[src/rtl/sci_master.sv]
// SCI initiator: turns single-word register read/write requests into the
// serial SCI frame (per-slave CSN, serial REQ, slave ACK and serial RESP).
// One transaction at a time; responses are reported with a one-cycle pulse.
module sci_master #(
    parameter int NUM_SLAVES     = 8,
    parameter int SEL_WIDTH      = 3,
    parameter int ADDR_WIDTH     = 4,
    parameter int DATA_WIDTH     = 8,
    parameter int TIMEOUT_CYCLES = 64
) (
    input  logic                  CLK,
    input  logic                  RSTN,
    input  logic                  REQ_VALID,
    output logic                  REQ_READY,
    input  logic                  REQ_WNR,
    input  logic [SEL_WIDTH-1:0]  REQ_SEL,
    input  logic [ADDR_WIDTH-1:0] REQ_ADDR,
    input  logic [DATA_WIDTH-1:0] REQ_WDATA,
    output logic                  RESP_VALID,
    output logic [DATA_WIDTH-1:0] RESP_RDATA,
    output logic                  RESP_ERR,
    output logic [NUM_SLAVES-1:0] SCI_CSN,
    output logic                  SCI_REQ,
    input  logic                  SCI_RESP,
    input  logic                  SCI_ACK
);

    localparam int MAX_W   = (ADDR_WIDTH > DATA_WIDTH) ? ADDR_WIDTH : DATA_WIDTH;
    localparam int CNT_W   = (MAX_W > 1) ? $clog2(MAX_W) : 1;
    localparam int IDLE_W  = $clog2(TIMEOUT_CYCLES + 1);
    localparam int FRAME_W = ADDR_WIDTH + DATA_WIDTH;

    localparam logic [CNT_W-1:0]  ADDR_LAST = CNT_W'(ADDR_WIDTH - 1);
    localparam logic [CNT_W-1:0]  DATA_LAST = CNT_W'(DATA_WIDTH - 1);
    localparam logic [IDLE_W-1:0] IDLE_LAST = IDLE_W'(TIMEOUT_CYCLES - 1);

    typedef enum logic [2:0] {
        S_IDLE, S_CMD, S_ADDR, S_WDATA, S_WAIT_ACK, S_RDATA, S_DONE
    } state_t;

    state_t                state_q;
    logic                  wnr_q;
    logic [FRAME_W-1:0]    frame_q;     // {addr, wdata}, shifted out MSB first
    logic [CNT_W-1:0]      cnt_q;
    logic [IDLE_W-1:0]     idle_q;
    logic [DATA_WIDTH-1:0] rshift_q;
    logic [NUM_SLAVES-1:0] csn_q;
    logic                  sci_req_q;
    logic                  ready_q;
    logic                  resp_valid_q;
    logic [DATA_WIDTH-1:0] resp_rdata_q;
    logic                  resp_err_q;

    logic [NUM_SLAVES-1:0] csn_d;
    logic                  sel_ok;
    logic                  accept;
    logic [DATA_WIDTH-1:0] rdata_next;
    logic                  done_d;
    logic                  err_d;
    logic [DATA_WIDTH-1:0] data_d;

    assign REQ_READY  = ready_q;
    assign RESP_VALID = resp_valid_q;
    assign RESP_RDATA = resp_rdata_q;
    assign RESP_ERR   = resp_err_q;
    assign SCI_CSN    = csn_q;
    assign SCI_REQ    = sci_req_q;

    assign accept     = REQ_VALID && ready_q;
    assign rdata_next = DATA_WIDTH'({rshift_q, SCI_RESP});

    // Decode the requested slave index into a one-hot active-low chip select.
    always_comb begin
        // NOTE: every combinational output gets a default first so no latch is inferred.
        csn_d  = '1;
        sel_ok = (int'(REQ_SEL) < NUM_SLAVES);
        for (int i = 0; i < NUM_SLAVES; i++) begin
            if (REQ_SEL == SEL_WIDTH'(i)) csn_d[i] = 1'b0;
        end
    end

    // Decide whether this edge completes the transaction, and with what result.
    always_comb begin
        done_d = 1'b0;
        err_d  = 1'b0;
        data_d = '0;
        case (state_q)
            S_IDLE: begin
                if (accept && !sel_ok) begin
                    done_d = 1'b1;
                    err_d  = 1'b1;
                end
            end
            S_WAIT_ACK: begin
                if (SCI_ACK) begin
                    if (wnr_q) begin
                        done_d = 1'b1;
                    end else if (DATA_WIDTH == 1) begin
                        done_d = 1'b1;
                        data_d = rdata_next;
                    end
                end else if (idle_q == IDLE_LAST) begin
                    done_d = 1'b1;
                    err_d  = 1'b1;
                end
            end
            S_RDATA: begin
                if (SCI_ACK) begin
                    if (cnt_q == DATA_LAST) begin
                        done_d = 1'b1;
                        data_d = rdata_next;
                    end
                end else if (idle_q == IDLE_LAST) begin
                    // Partial read data is dropped on timeout.
                    done_d = 1'b1;
                    err_d  = 1'b1;
                end
            end
            default: ;
        endcase
    end

    // Frame sequencer with registered bus and response outputs; reset is synchronous.
    always_ff @(posedge CLK) begin
        // NOTE: sequential state uses non-blocking assignments so every register
        // sees pre-edge values regardless of statement order.
        if (!RSTN) begin
            state_q      <= S_IDLE;
            wnr_q        <= 1'b0;
            frame_q      <= '0;
            cnt_q        <= '0;
            idle_q       <= '0;
            rshift_q     <= '0;
            csn_q        <= '1;
            sci_req_q    <= 1'b0;
            ready_q      <= 1'b1;
            resp_valid_q <= 1'b0;
            resp_rdata_q <= '0;
            resp_err_q   <= 1'b0;
        end else begin
            resp_valid_q <= 1'b0;
            if (done_d) begin
                state_q      <= S_DONE;
                csn_q        <= '1;
                sci_req_q    <= 1'b0;
                ready_q      <= 1'b0;
                resp_valid_q <= 1'b1;
                resp_err_q   <= err_d;
                resp_rdata_q <= data_d;
            end else begin
                case (state_q)
                    S_IDLE: begin
                        if (accept) begin
                            state_q   <= S_CMD;
                            ready_q   <= 1'b0;
                            wnr_q     <= REQ_WNR;
                            frame_q   <= {REQ_ADDR, REQ_WDATA};
                            csn_q     <= csn_d;
                            sci_req_q <= REQ_WNR;
                        end
                    end
                    S_CMD: begin
                        state_q   <= S_ADDR;
                        cnt_q     <= '0;
                        sci_req_q <= frame_q[FRAME_W-1];
                        frame_q   <= frame_q << 1;
                    end
                    S_ADDR: begin
                        if (cnt_q == ADDR_LAST && !wnr_q) begin
                            state_q   <= S_WAIT_ACK;
                            idle_q    <= '0;
                            sci_req_q <= 1'b0;
                        end else begin
                            if (cnt_q == ADDR_LAST) begin
                                state_q <= S_WDATA;
                                cnt_q   <= '0;
                            end else begin
                                cnt_q   <= cnt_q + CNT_W'(1);
                            end
                            sci_req_q <= frame_q[FRAME_W-1];
                            frame_q   <= frame_q << 1;
                        end
                    end
                    S_WDATA: begin
                        if (cnt_q == DATA_LAST) begin
                            state_q   <= S_WAIT_ACK;
                            idle_q    <= '0;
                            sci_req_q <= 1'b0;
                        end else begin
                            cnt_q     <= cnt_q + CNT_W'(1);
                            sci_req_q <= frame_q[FRAME_W-1];
                            frame_q   <= frame_q << 1;
                        end
                    end
                    S_WAIT_ACK: begin
                        // Write ACK and timeout are handled by the done path.
                        if (SCI_ACK) begin
                            state_q  <= S_RDATA;
                            rshift_q <= rdata_next;
                            cnt_q    <= CNT_W'(1);
                            idle_q   <= '0;
                        end else begin
                            idle_q   <= idle_q + IDLE_W'(1);
                        end
                    end
                    S_RDATA: begin
                        if (SCI_ACK) begin
                            rshift_q <= rdata_next;
                            cnt_q    <= cnt_q + CNT_W'(1);
                            idle_q   <= '0;
                        end else begin
                            idle_q   <= idle_q + IDLE_W'(1);
                        end
                    end
                    S_DONE: begin
                        state_q <= S_IDLE;
                        ready_q <= 1'b1;
                    end
                    default: state_q <= S_IDLE;
                endcase
            end
        end
    end

endmodule

[config.mk]
export PLATFORM = sky130hd
export DESIGN_NAME = sci_master
export DESIGN_NICKNAME = d
export VERILOG_FILES = /design/src/rtl/sci_master.sv
export SDC_FILE = /design/constraint.sdc
export NUM_CORES = 1
export LEC_CHECK = 0
export ABC_CLOCK_PERIOD_IN_PS = 4950
export BUFFER_PORTS_ARGS = -buffer_cell sky130_fd_sc_hd__buf_2
export CORE_MARGIN = 2
export CORE_UTILIZATION = 45
export CTS_CLUSTER_SIZE = 28
export DETAILED_ROUTE_END_ITERATION = 6
export PLACE_DENSITY = 0.66
export SKIP_CTS_REPAIR_TIMING = 1
export SLEW_MARGIN = 20
export SYNTH_ARGS = -nofsm -noshare
export SYNTH_HDL_FRONTEND = slang
export SYNTH_SLANG_ARGS = --single-unit
[constraint.sdc]
create_clock -name CLK -period 4.95 [get_ports CLK]
set_clock_uncertainty 0.1 [all_clocks]
set_input_delay 0.7425 -clock CLK [delete_from_list [all_inputs] [get_ports CLK]]
set_output_delay 0.7425 -clock CLK [all_outputs]
set_load 0.05 [all_outputs]
# --- After elaboration in Yosys (flattened, before gate mapping) ---
# Index checks and enable logic that the tools add are counted.
totals:
  inputBits: 21
  regBits: 53
  elab_cells: 116
  out_inout_bits: 20
op_classes:
  n_addsub: 2
  reduce_logical: 21
  n_mux: 48
  n_eq_ne: 29
  n_bitwise: 3
ops:
  columns: ["op", "n"]
  rows:
  - ["$pmux W12 S4", 1]
  - ["$mux W12", 3]
  - ["$mux W3", 11]
  - ["$eq A3 B3 Y1 const B", 8]
  - ["$mux W8", 3]
  - ["$mux W1", 21]
  - ["$mux W7", 3]
  - ["$pmux W7 S3", 1]
  - ["$pmux W3 S6", 1]
  - ["$ne A2 B2 Y1 const B", 8]
  - ["$eq A3 B2 Y1 const B", 5]
  - ["$pmux W3 S5", 1]
  - ["$reduce_and A5 Y1", 3]
  - ["$ne A3 B3 Y1 const B", 4]
  - ["$add A7 B1 Y7 const B", 1]
  - ["$eq A7 B6 Y1 const B", 1]
  - ["$eq A3 B1 Y1 const B", 2]
  - ["$logic_not A3 Y1", 2]
  - ["$reduce_and A2 Y1", 3]
  - ["$reduce_and A3 Y1", 2]
  - ["$reduce_and A6 Y1", 1]
  - ["$reduce_bool A3 Y1", 2]
  - ["$reduce_bool A5 Y1", 1]
  - ["$ne A4 B4 Y1 const B", 1]
  - ["9 further kinds", 14]

# --- Longest topological paths before layout ---
# Gate-level depths: netlist of run 1.
logic_depth:
  depth_word: 6
  mapped_depth: 7
  depth_no_buf: 7

# --- Worst setup path after synthesis of run 1 ---
# OpenSTA, ideal clock, no wires.
synth_timing:
  path_type: "reg2reg"
  from: "register cnt_q[0]"
  to: "register idle_q[4]"
  t_arrival_ns: 1.762
  period_less_slack_ns: 1.981
  setup_time_ns: 0.120
  t_required_ns: 4.730
  n_path_buf: 0
  path_slack_ns: 2.969
  path_stages_with_launch: 7
  cell_sequence: "dfxtp_1 -> ha_1 -> ha_1 -> mux2_4 -> o2bb2ai_2 -> o211a_2 -> a211o_1"
synth_via:
  elab_chain_cells: 6
  word_cells_on_any_way: 10
  cone_classes: "eq/ne: 4; mux: 3; bitwise: 1; reduce/logical: 2"
synth_lines:
  columns: ["element", "line", "source"]
  rows:
  - ["start: declaration", "44", "logic [CNT_W-1:0] cnt_q;"]
  - ["start signal: assignment", "178", "cnt_q <= cnt_q + CNT_W'(1);"]
  - ["start signal: assignment", "190", "cnt_q <= cnt_q + CNT_W'(1);"]
  - ["start signal: assignment", "209", "cnt_q <= cnt_q + CNT_W'(1);"]
  - ["$eq A3 B3 Y1", "109, 185", null]
  - ["$mux W1", "109", "if (cnt_q == DATA_LAST) begin"]
  - ["$mux W1", "108", "if (SCI_ACK) begin"]
  - ["$pmux W1 S2", "87", "case (state_q)"]
  - ["$not A1 Y1 (no line)", null, null]
  - ["$reduce_and A4 Y1 (no line) *", null, null]
  - ["end signal: assignment", "203", "idle_q <= idle_q + IDLE_W'(1);"]
  - ["end signal: assignment", "212", "idle_q <= idle_q + IDLE_W'(1);"]
  - ["end: declaration", "45", "logic [IDLE_W-1:0] idle_q;"]
# Mark *: on every way between the ends. The rest lies on a longest branch, timed or not.
# A chain may end at the register's enable or synchronous reset.

# --- Worst setup path in the final report of run 1 ---
layout_timing:
  from: "register cnt_q[0]"
  to: "register frame_q[8]"
layout_via:
  elab_chain_cells: 6
  word_cells_on_any_way: 10
  cone_classes: "eq/ne: 4; mux: 3; bitwise: 1; reduce/logical: 2"
layout_lines:
  columns: ["element", "line", "source"]
  rows:
  - ["$eq A3 B3 Y1", "109, 185", null]
  - ["$mux W1", "109", null]
  - ["$mux W1", "108", null]
  - ["$pmux W1 S2", "87", null]
  - ["$not A1 Y1 (no line)", null, null]
  - ["$reduce_and A5 Y1 (no line) *", null, null]
  - ["end signal: assignment", "157", "frame_q <= {REQ_ADDR, REQ_WDATA};"]
  - ["end signal: assignment", "166", "frame_q <= frame_q << 1;"]
  - ["end signal: assignment", "181", "frame_q <= frame_q << 1;"]
  - ["end: declaration", "43", "logic [FRAME_W-1:0] frame_q;"]
# Marks and branches as above.

==> implementation parameters, run 1 <==
Parameter                              Value

Synth
  Area share of the largest cell type after synthesis ... 42.1%
  Register area share after synthesis ... 42.1%
  Netlist area before placement ... 2520 sq um
  Unique masters post-synth ... 55
  Most frequent cells after synthesis ... sky130_fd_sc_hd__dfxtp_1, sky130_fd_sc_hd__nand2_1, sky130_fd_sc_hd__nor2_1
  Largest area contributor in the netlist ... sky130_fd_sc_hd__dfxtp_1
  Syn avg cell area ... 9.27 sq um
  Most area-consuming cells after synthesis ... sky130_fd_sc_hd__dfxtp_1, sky130_fd_sc_hd__a311oi_2, sky130_fd_sc_hd__nand2_1
  Count of yosys warnings during synthesis ... 0
  Synthesized instance count ... 272
  Post-synth EDFFs ... 0
  Mapped Nets ... 298
  Cell with the most instances after synthesis ... sky130_fd_sc_hd__dfxtp_1
  Post-synthesis async set-or-reset flop share ... 0%
  Commonest register cell after synthesis ... sky130_fd_sc_hd__dfxtp_1
  Synth Register Bits ... 53

Power
  Power density cells ... 307 nW/um^2
  Power Total ... 0.870 mW
  Leakage power total ... 1.13 nW
  Switching power ... 0.260 mW
  Internal power of the cells ... 0.610 mW
  Clk network pwr share ... 27.1%
  Sequential power share ... 54.1%
  Combinational group share of total power ... 18.8%
  Switching share of power ... 29.9%
  VDD IR max ... 0.208 mV

Worst setup path
  Critical path origin ... cnt_q[0]
  Class of the most critical setup path ... flop to flop
  Data required time at the worst endpoint ... 5060 ps
  Largest driver fanout on the critical path ... 14
  Setup crit end kind ... flop
  Launching element type of the critical path ... flop
  Crit path arrival time ... 2410 ps
  FF-to-FF Start ... cnt_q[0]

Finish
  Antenna diode instance count ... 0
  Number of fill cells ... 558
  Final design instance area without fill ... 2830 sq um
  Synth-to-Final Area Change ... 12.3%
  Share of layout cells above drive strength 1 ... 23.0%
  Filler-free cell count of the finished design ... 377
  Share of the core filled with cells ... 51.7%
  Layout Nets ... 330

Timing
  Slew at the pin closest to its max-slew limit ... 1010 ps
  Sum of negative setup slack ... 0 ps
  Worst slew slack as a fraction of its limit ... 32.7%
  Final critical delay including setup and external delays ... 2300 ps
  Final hold violations ... 0
  Setup repair after global routing missed its margin ... false
  Final period utilization ... 46.5%
  Final Max Tran Viols ... 0
  Max Clock Freq ... 434 MHz
  Total setup violations reported at the end of the flow ... 0

Route
  Per-cell routed wire length ... 14.2 um
  DRT Wirelength ... 5.37 mm
  DRC violations left ... 0
  Total number of vias ... 2101
  Post-detailed-route via-to-cell ratio ... 5.57
  Post-route antenna net violation count ... 0
  Count of routing violations after the opening detailed-route iteration ... 84
  Length of the first detailed-routing pass in iterations ... 4

Placement
  Final Wtd Congestion ... 0.799
  Total cell area at the placement stage ... 2740 sq um
  Port Buffer Count ... 40
  Cell Count Post-Placement ... 369
  Sum of net half-perimeters after detailed placement ... 3.72 mm

Clock tree
  Register clock-pin slew on the reported worst setup and hold paths ... 90 ps
  Clock net sink count ... 53
  Clock tree from TritonCTS ... yes
  Deepest clock path buffer count ... 2
  Level count of the clock H-tree ... 2
  CTS Root Buffer Type ... sky130_fd_sc_hd__clkbuf_8
  Cts bufs inserted ... 5
  Worst-Skew Late Latency ... 300 ps

Die
  Core Box Area ... 5470 sq um
  Placement row count ... 27
  Die W ... 78.9 um
  Total I/O pin count ... 41
  Die Footprint ... 6220 sq um
  Initial Util ... 46.1%
  Floorplan die height ... 78.9 um

GRT
  Number of global-route vias before repair ... 1929
  Initial antenna violation count ... 0
  Combined global-route utilization of all metal layers ... 17.4%
  Overflow left after global routing ... 0
  Maximum number of pins on one net before global-route repair ... 25
  First-pass GRT wire length ... 8.82 mm

Hold path
  Start point of the worst min-delay path ... idle_q[6]
  Path category of the worst min-delay check ... flop to flop

Run
  Maximum capacitance violations ... 0

Run status
  Result of the run ... complete, no violations
-- power groups by stage --
stage	logic, mW	registers, mW	clock network [mW]
floorplan	0.122	0.487	0
CTS	0.163	0.470	0.244
global placement	0.161	0.479	0
finish	0.164	0.470	0.236
global route	0.179	0.474	0.255
detailed placement	0.163	0.479	0
-- worst paths after layout --
kind | to | slack, ps | cells past startpoint
setup / recovery | frame_q[8] | 2650 | 6
hold / removal | idle_q[6] | 370 | 1
hold reg to reg | idle_q[6] | 370 | 1
setup reg to reg | frame_q[8] | 2650 | 6
-- layout make-up --
cell class                 count  area [sq um]  area share (%)
sequential                    53          1060            37.5
clock buffer                   6          72.6            2.56
timing repair buffer          40           200            7.07
clock inverter                 2          10.0           0.354
tap                           72          90.1            3.18
multi-input combinational    198          1370            48.5
inverter                       6          22.5           0.796
-- per-layer routing --
metal  wire length (um)  GRT usage (%)  part of all wire [%]
met5                  0              0                     0
met3                310           3.86                   5.8
met4                 29           4.14                  0.54
met2               2500           28.9                    46
met1               2530           23.2                    47
-- sequential cells by signal, summed over array words and instances (netlist names), 3 cells and up --
| register | cells |
|---|---|
| idle_q | 7 |
| rshift_q | 7 |
| SCI_CSN | 8 |
| frame_q | 12 |
| state_q | 3 |
| cnt_q | 3 |
| RESP_RDATA | 8 |
-- worst max-delay path, stage by stage (launching register included) --
cell	delay (ps)
sky130_fd_sc_hd__dfxtp_1	360
sky130_fd_sc_hd__ha_1	210
sky130_fd_sc_hd__ha_1	230
sky130_fd_sc_hd__or3b_1	410
sky130_fd_sc_hd__a21bo_1	390
sky130_fd_sc_hd__and2_4	290
sky130_fd_sc_hd__a311oi_2	220
-- per-stage QoR --
step	hold WS, ps	worst slack [ps]
2_1_floorplan	334	2970
3_3_place_gp	350	2410
3_5_place_dp	353	2300
4_1_cts	364	2610
5_1_grt	396	2480
6_report	367	2650
-- kinds of logic after synthesis --
logic type | share of synthesized area, %
compound gates | 25.4
mux | 5.01
buf+inv | 3.77
fa+ha+maj | 2.48
flops | 42.1
simple gates | 21.3
-- cell usage in the layout (no fill, tap or decap), drive strengths merged, types with 6 or more instances in the layout --
cell type / Yosys / routed
a311oi: 12 / 12
o21ai: 15 / 15
dfxtp: 53 / 53
nor2: 26 / 26
buf: 8 / 40
nand2: 32 / 32
a22o: 8 / 8
nand3: 6 / 6
mux2i: 10 / 10
inv: 6 / 6
clkbuf: 7 / 6
nor3: 6 / 6
a21oi: 20 / 20
Power figures use the tool's default switching activity.
==> inputs of run 2 (changes only) <==
--- a/config.mk
+++ b/config.mk
@@ -5,7 +5,7 @@
 export SDC_FILE = /design/constraint.sdc
 export NUM_CORES = 1
 export LEC_CHECK = 0
-export ABC_CLOCK_PERIOD_IN_PS = 4950
+export ABC_CLOCK_PERIOD_IN_PS = 2300
 export BUFFER_PORTS_ARGS = -buffer_cell sky130_fd_sc_hd__buf_2
 export CORE_MARGIN = 2
 export CORE_UTILIZATION = 45
==> constraint.sdc (replaced) <==
create_clock -name CLK -period 2.3 [get_ports CLK]
set_clock_uncertainty 0.1 [all_clocks]
set_input_delay 0.345 -clock CLK [delete_from_list [all_inputs] [get_ports CLK]]
set_output_delay 0.345 -clock CLK [all_outputs]
set_load 0.05 [all_outputs]
==> implementation parameters, run 2 (same netlist as run 1, synthesis figures left out) <==
Parameter                              Value

Worst setup path
  Largest driver fanout on the critical path ... 10 (-4)
  Setup crit end kind ... flop
  Launching element type of the critical path ... flop
  Worst-path cell chain ... ha_1 > ha_1 > or3b_1 > a21bo_2 > buf_4 > a21oi_1 > a311oi_2
  Kind of cell adding the most delay to the critical path ... compound AO/OA/AOI/OAI gates
  Cell with the biggest individual delay on the critical path ... sky130_fd_sc_hd__or3b_1
  Class of the most critical setup path ... flop to flop
  Delay of the slowest cell on the worst path ... 420 ps (about the same)
  Data required time at the worst endpoint ... 2380 ps (-2680 ps)
  Buffers and inverters on the worst path ... 1 (+1)
  Crit path top cell by count ... sky130_fd_sc_hd__ha_1
  Crit path arrival time ... 2270 ps (-140 ps)

Finish
  Layout Nets ... 338 (+2.4%)
  Most common cell after layout, fill and taps aside ... sky130_fd_sc_hd__dfxtp_1
  Share of layout cells above drive strength 1 ... 25.2% (+2.3 points)
  Antenna diode instance count ... 0 (unchanged)
  Share of the core filled with cells ... 52.7% (+1.0 points)
  Commonest cells after routing, fill and taps aside ... sky130_fd_sc_hd__dfxtp_1, sky130_fd_sc_hd__buf_2, sky130_fd_sc_hd__nand2_1, sky130_fd_sc_hd__nor2_1, sky130_fd_sc_hd__a21oi_1
  Final design instance area without fill ... 2890 sq um (+2.0%)
  Number of fill cells ... 548 (-1.8%)
  Synth-to-Final Area Change ... 14.5%
  Largest register by flop count ... frame_q
  Number of flip-flops under the largest register name ... 12 (unchanged)

GRT
  Initial antenna violation count ... 0 (unchanged)
  Combined global-route utilization of all metal layers ... 17.8% (+0.43 points)
  Maximum number of pins on one net before global-route repair ... 24 (-4.0%)
  First-pass GRT wire length ... 9.05 mm (+2.7%)
  Overflow left after global routing ... 0 (unchanged)
  Number of global-route vias before repair ... 1995 (+3.4%)

Clock tree
  Cts bufs inserted ... 5 (unchanged)
  Level count of the clock H-tree ... 2 (unchanged)
  CTS Root Buffer Type ... sky130_fd_sc_hd__clkbuf_8
  Worst-Skew Late Latency ... 310 ps (about the same)
  Clock tree from TritonCTS ... yes
  Deepest clock path buffer count ... 2 (unchanged)
  Clock net sink count ... 53 (unchanged)
  Register clock-pin slew on the reported worst setup and hold paths ... 90 ps (about the same)

Timing
  Worst slew slack as a fraction of its limit ... 63.0% (+30 points)
  Max Clock Freq ... 458 MHz (+5.5%)
  Final period utilization ... 94.9% (+48 points)
  Setup repair after global routing missed its margin ... false
  Final hold violations ... 0 (unchanged)
  Total setup violations reported at the end of the flow ... 0 (unchanged)
  Final critical delay including setup and external delays ... 2180 ps (-121 ps)
  Sum of negative setup slack ... 0 ps (unchanged)
  Final Max Tran Viols ... 0 (unchanged)
  Slew at the pin closest to its max-slew limit ... 551 ps (-457 ps)

Hold path
  Path category of the worst min-delay check ... input pin to flop

Power
  Leakage power total ... 1.16 nW (+2.7%)
  Power Total ... 1.90 mW (+120%)
  Power density cells ... 657 nW/um^2 (+110%)
  VDD IR max ... 0.303 mV (+45%)

Die
  Total I/O pin count ... 41 (unchanged)
  Initial Util ... 46.1% (unchanged)
  Placement row count ... 27 (unchanged)
  Core Box Area ... 5470 sq um (unchanged)
  Die Footprint ... 6220 sq um (unchanged)
  Die W ... 78.9 um (unchanged)
  Floorplan die height ... 78.9 um (unchanged)

Placement
  Total cell area at the placement stage ... 2800 sq um (+2.2%)
  Sum of net half-perimeters after detailed placement ... 3.77 mm (+1.4%)
  Port Buffer Count ... 40 (unchanged)
  Final Wtd Congestion ... 0.803 (+0.55%)

Route
  Total number of vias ... 2110 (+0.43%)
  Count of routing violations after the opening detailed-route iteration ... 171 (+100%)
  Per-cell routed wire length ... 13.5 um (-5.4%)
  Length of the first detailed-routing pass in iterations ... 4 (unchanged)
  DRT Wirelength ... 5.19 mm (-3.4%)
  Post-detailed-route via-to-cell ratio ... 5.48 (-1.7%)
  Post-route antenna net violation count ... 0 (unchanged)
  DRC violations left ... 0 (unchanged)

Run status
  Result of the run ... complete, no violations

Run
  Maximum capacitance violations ... 0 (unchanged)
[run 2: metal layers]
layer / vias to the layer above / wire length, um / track usage (%)
met2: 57 / 2300 / 28.2
met4: 0 / 59 / 5.69
met5: - / 0 / 0
met3: 6 / 299 / 4.32
li1: 1087 / - / -
met1: 960 / 2530 / 24.1
[run 2: metrics by stage]
step,cells,setup WS (ps),hold slack [ps]
finish,385,118,164
global route,385,12.3,179
CTS,385,96.2,160
detailed placement,377,116,353
global placement,377,236,345
floorplan,272,319,334
[run 2: final timing paths]
check                  from             to  slack (ps)  cells after the start
setup reg to reg   cnt_q[0]    frame_q[10]         120                      7
setup / recovery   cnt_q[0]    frame_q[10]         120                      7
hold reg to reg   idle_q[6]      idle_q[6]         360                      1
hold / removal     SCI_RESP  RESP_RDATA[0]         160                      2
[run 2: area by class of cell]
class | instances | area, sq um | share of cell area [%]
Multi-Input combinational cell | 198 | 1370 | 47.3
Tap cell | 72 | 90.1 | 3.12
Clock inverter | 2 | 15.0 | 0.520
Inverter | 6 | 22.5 | 0.780
Clock buffer | 6 | 72.6 | 2.51
Sequential cell | 53 | 1060 | 36.8
Timing Repair Buffer | 48 | 260 | 9.02
[run 2: report_power, final]
part / internal [mW] / leakage [nW] / switching, mW
clock network: 0.215 / 0.0374 / 0.304
logic: 0.147 / 0.690 / 0.219
registers: 0.969 / 0.431 / 0.0430
==> inputs of run 3 (changes only) <==
--- a/config.mk
+++ b/config.mk
@@ -7,6 +7,7 @@
 export LEC_CHECK = 0
 export ABC_CLOCK_PERIOD_IN_PS = 2300
 export BUFFER_PORTS_ARGS = -buffer_cell sky130_fd_sc_hd__buf_2
+export CORE_ASPECT_RATIO = 0.8
 export CORE_MARGIN = 2
 export CORE_UTILIZATION = 45
 export CTS_CLUSTER_SIZE = 28
==> implementation parameters, run 3 (same netlist as run 1, synthesis figures left out) <==
Parameter                              Value

Worst setup path
  Class of the most critical setup path ... flop to flop
  Crit path arrival time ... 2250 ps (-20 ps)
  Buffers and inverters on the worst path ... 0 (-1)
  Cell with the biggest individual delay on the critical path ... sky130_fd_sc_hd__or3b_1
  Largest driver fanout on the critical path ... 12 (+2)
  Worst Reg2Reg Path Length in Cells ... 6 (-1)
  Worst-path cell chain ... ha_1 > ha_1 > or3b_1 > a21bo_2 > and2_4 > a311oi_1
  Launching element type of the critical path ... flop
  Data required time at the worst endpoint ... 2420 ps (+40 ps)
  Delay of the slowest cell on the worst path ... 400 ps (-20 ps)
  Kind of cell adding the most delay to the critical path ... simple AND/OR/NAND/NOR gates
  Crit path top cell by count ... sky130_fd_sc_hd__ha_1
  CP Depth ... 6 (-1)
  Setup crit end kind ... flop

Finish
  Register cell area after layout ... 1060 sq um (unchanged)
  Multi-input gate area ... 1370 sq um (unchanged)
  Commonest cells after routing, fill and taps aside ... sky130_fd_sc_hd__dfxtp_1, sky130_fd_sc_hd__buf_2, sky130_fd_sc_hd__nand2_1, sky130_fd_sc_hd__nor2_1, sky130_fd_sc_hd__a21oi_1
  Share of layout cells above drive strength 1 ... 26.7% (+1.5 points)
  Most common cell after layout, fill and taps aside ... sky130_fd_sc_hd__dfxtp_1
  Synth-to-Final Area Change ... 17.2%
  Number of fill cells ... 497 (-9.3%)
  Largest register by flop count ... frame_q
  Number of flip-flops under the largest register name ... 12 (unchanged)
  Layout Nets ... 344 (+1.8%)
  Antenna diode instance count ... 0 (unchanged)
  Filler-free cell count of the finished design ... 396 (+2.9%)

Route
  Top layer used by detailed routing ... met4
  Met2 wirelength from detailed routing ... 2.27 mm (-1.4%)
  DRC violations left ... 0 (unchanged)
  Post-route antenna net violation count ... 0 (unchanged)
  DRT Wirelength ... 5.28 mm (+1.7%)
  Total number of vias ... 2122 (+0.57%)
  Post-detailed-route via-to-cell ratio ... 5.36 (-2.2%)
  Per-cell routed wire length ... 13.3 um (-1.1%)
  Length of the first detailed-routing pass in iterations ... 4 (unchanged)
  Count of routing violations after the opening detailed-route iteration ... 116 (-32%)
  Met1 Routed Length ... 2.77 mm (+9.9%)
  Detailed route wirelength on metal3 ... 194 um (-35%)

Power
  Internal power of the cells ... 1.44 mW (+8.0%)
  Sequential power share ... 50.8% (-2.6 points)
  Leakage power total ... 1.20 nW (+3.8%)
  Switching power ... 0.552 mW (-2.5%)
  Power density cells ... 673 nW/um^2 (+2.4%)
  VDD IR max ... 0.407 mV (+34%)
  Clk network pwr share ... 30.5% (+3.1 points)
  Power Total ... 1.99 mW (+4.9%)
  Switching share of power ... 27.8% (-2.1 points)
  Combinational group share of total power ... 18.8% (-0.5 points)

Die
  Die W ... 87.7 um (+11%)
  Placement row count ... 24 (-11%)
  Die Footprint ... 6220 sq um (about the same)
  Total I/O pin count ... 41 (unchanged)
  Core Box Area ... 5440 sq um (-0.69%)
  Floorplan die height ... 71.0 um (-10%)
  Initial Util ... 46.4% (+0.32 points)

Clock tree
  Worst-Skew Late Latency ... 300 ps (about the same)
  Cts bufs inserted ... 5 (unchanged)
  Register clock-pin slew on the reported worst setup and hold paths ... 90 ps (about the same)
  Level count of the clock H-tree ... 2 (unchanged)
  Clock tree from TritonCTS ... yes
  Clock net sink count ... 53 (unchanged)
  Deepest clock path buffer count ... 2 (unchanged)
  CTS Root Buffer Type ... sky130_fd_sc_hd__clkbuf_8

Timing
  Final hold violations ... 0 (unchanged)
  Max Clock Freq ... 469 MHz (+2.4%)
  Slew at the pin closest to its max-slew limit ... 559 ps (+7.90 ps)
  Sum of negative setup slack ... 0 ps (unchanged)
  Final period utilization ... 92.6% (-2.2 points)
  Final Max Tran Viols ... 0 (unchanged)
  Final critical delay including setup and external delays ... 2130 ps (-51.3 ps)
  Worst slew slack as a fraction of its limit ... 62.5% (-0.53 points)
  Setup repair after global routing missed its margin ... false
  Worst path setup slack after routing ... 170 ps (+51.3 ps)
  Total setup violations reported at the end of the flow ... 0 (unchanged)

GRT
  Overflow left after global routing ... 0 (unchanged)
  Number of global-route vias before repair ... 1966 (-1.5%)
  Maximum number of pins on one net before global-route repair ... 18 (-25%)
  First-pass GRT wire length ... 9.00 mm (-0.53%)
  Combined global-route utilization of all metal layers ... 17.9% (+0.071 points)
  Initial antenna violation count ... 0 (unchanged)

Hold path
  Path category of the worst min-delay check ... input pin to flop
  Worst hold path stage count ... 3 (+1)

Placement
  Sum of net half-perimeters after detailed placement ... 3.70 mm (-1.7%)
  Worst setup slack before clock tree synthesis ... 99.5 ps (-16.6 ps)
  Port Buffer Count ... 40 (unchanged)
  Final Wtd Congestion ... 0.804 (about the same)
  Cell Count Post-Placement ... 389 (+3.2%)

Run
  Maximum capacitance violations ... 0 (unchanged)

Run status
  Result of the run ... complete, no violations
run 3: cell types whose count changed in the layout (fill, tap and decap cells not counted):
| cell | change |
|---|---|
| sky130_fd_sc_hd__clkinvlp_4 | -2 |
| sky130_fd_sc_hd__clkinv_2 | +1 |
| sky130_fd_sc_hd__bufinv_16 | +1 |
| sky130_fd_sc_hd__clkbuf_1 | -1 |
| sky130_fd_sc_hd__buf_4 | +6 |
run 3: path summary, 6_finish.rpt:
| kind | start | endpoint | slack (ps) |
|---|---|---|---|
| worst min register to register | idle_q[6] | idle_q[6] | 370 |
| worst min-delay path | REQ_WNR | wnr_q | 190 |
| worst max register to register | cnt_q[0] | frame_q[4] | 170 |
| worst max-delay path | cnt_q[0] | frame_q[4] | 170 |
run 3: final cells by class:
cell class	instances	area share, %
Sequential cell	53	35.9
Tap cell	78	3.30
Multi-Input combinational cell	198	46.2
Inverter	6	0.762
Clock inverter	2	1.19
Timing Repair Buffer	54	10.3
Clock buffer	5	2.33
run 3: per-layer routing:
layer  track usage, %  vias to the layer above
li1                 -                     1095
met1             26.5                      991
met2             26.3                       32
met3             3.97                        4
met4             4.96                        0
met5                0                        -
run 3: stage by stage:
stage | hold WS, ps | instance area [sq um] | utilization (%)
6_report | 188 | 2960 | 54.4
5_1_grt | 184 | 2960 | 54.4
4_1_cts | 178 | 2960 | 54.4
3_5_place_dp | 357 | 2850 | 52.5
3_3_place_gp | 349 | 2850 | 52.5
2_1_floorplan | 334 | 2520 | -
run 3: worst register-to-register path, delay by kind of cell (launching register included):
kind                       cells  cell delay [ps]
and+or+nand+nor                2              630
AOI/OAI and AO/OA              2              530
adders and majority gates      2              420
DFF                            1              360
run 3: power by group through the flow:
stage	Sequential, mW	Combinational, mW	Clock [mW]
3_3_place_gp	1.03	0.370	0
5_1_grt	1.02	0.414	0.659
2_1_floorplan	1.05	0.262	0
3_5_place_dp	1.03	0.373	0
6_report	1.01	0.374	0.606
4_1_cts	1.01	0.374	0.624
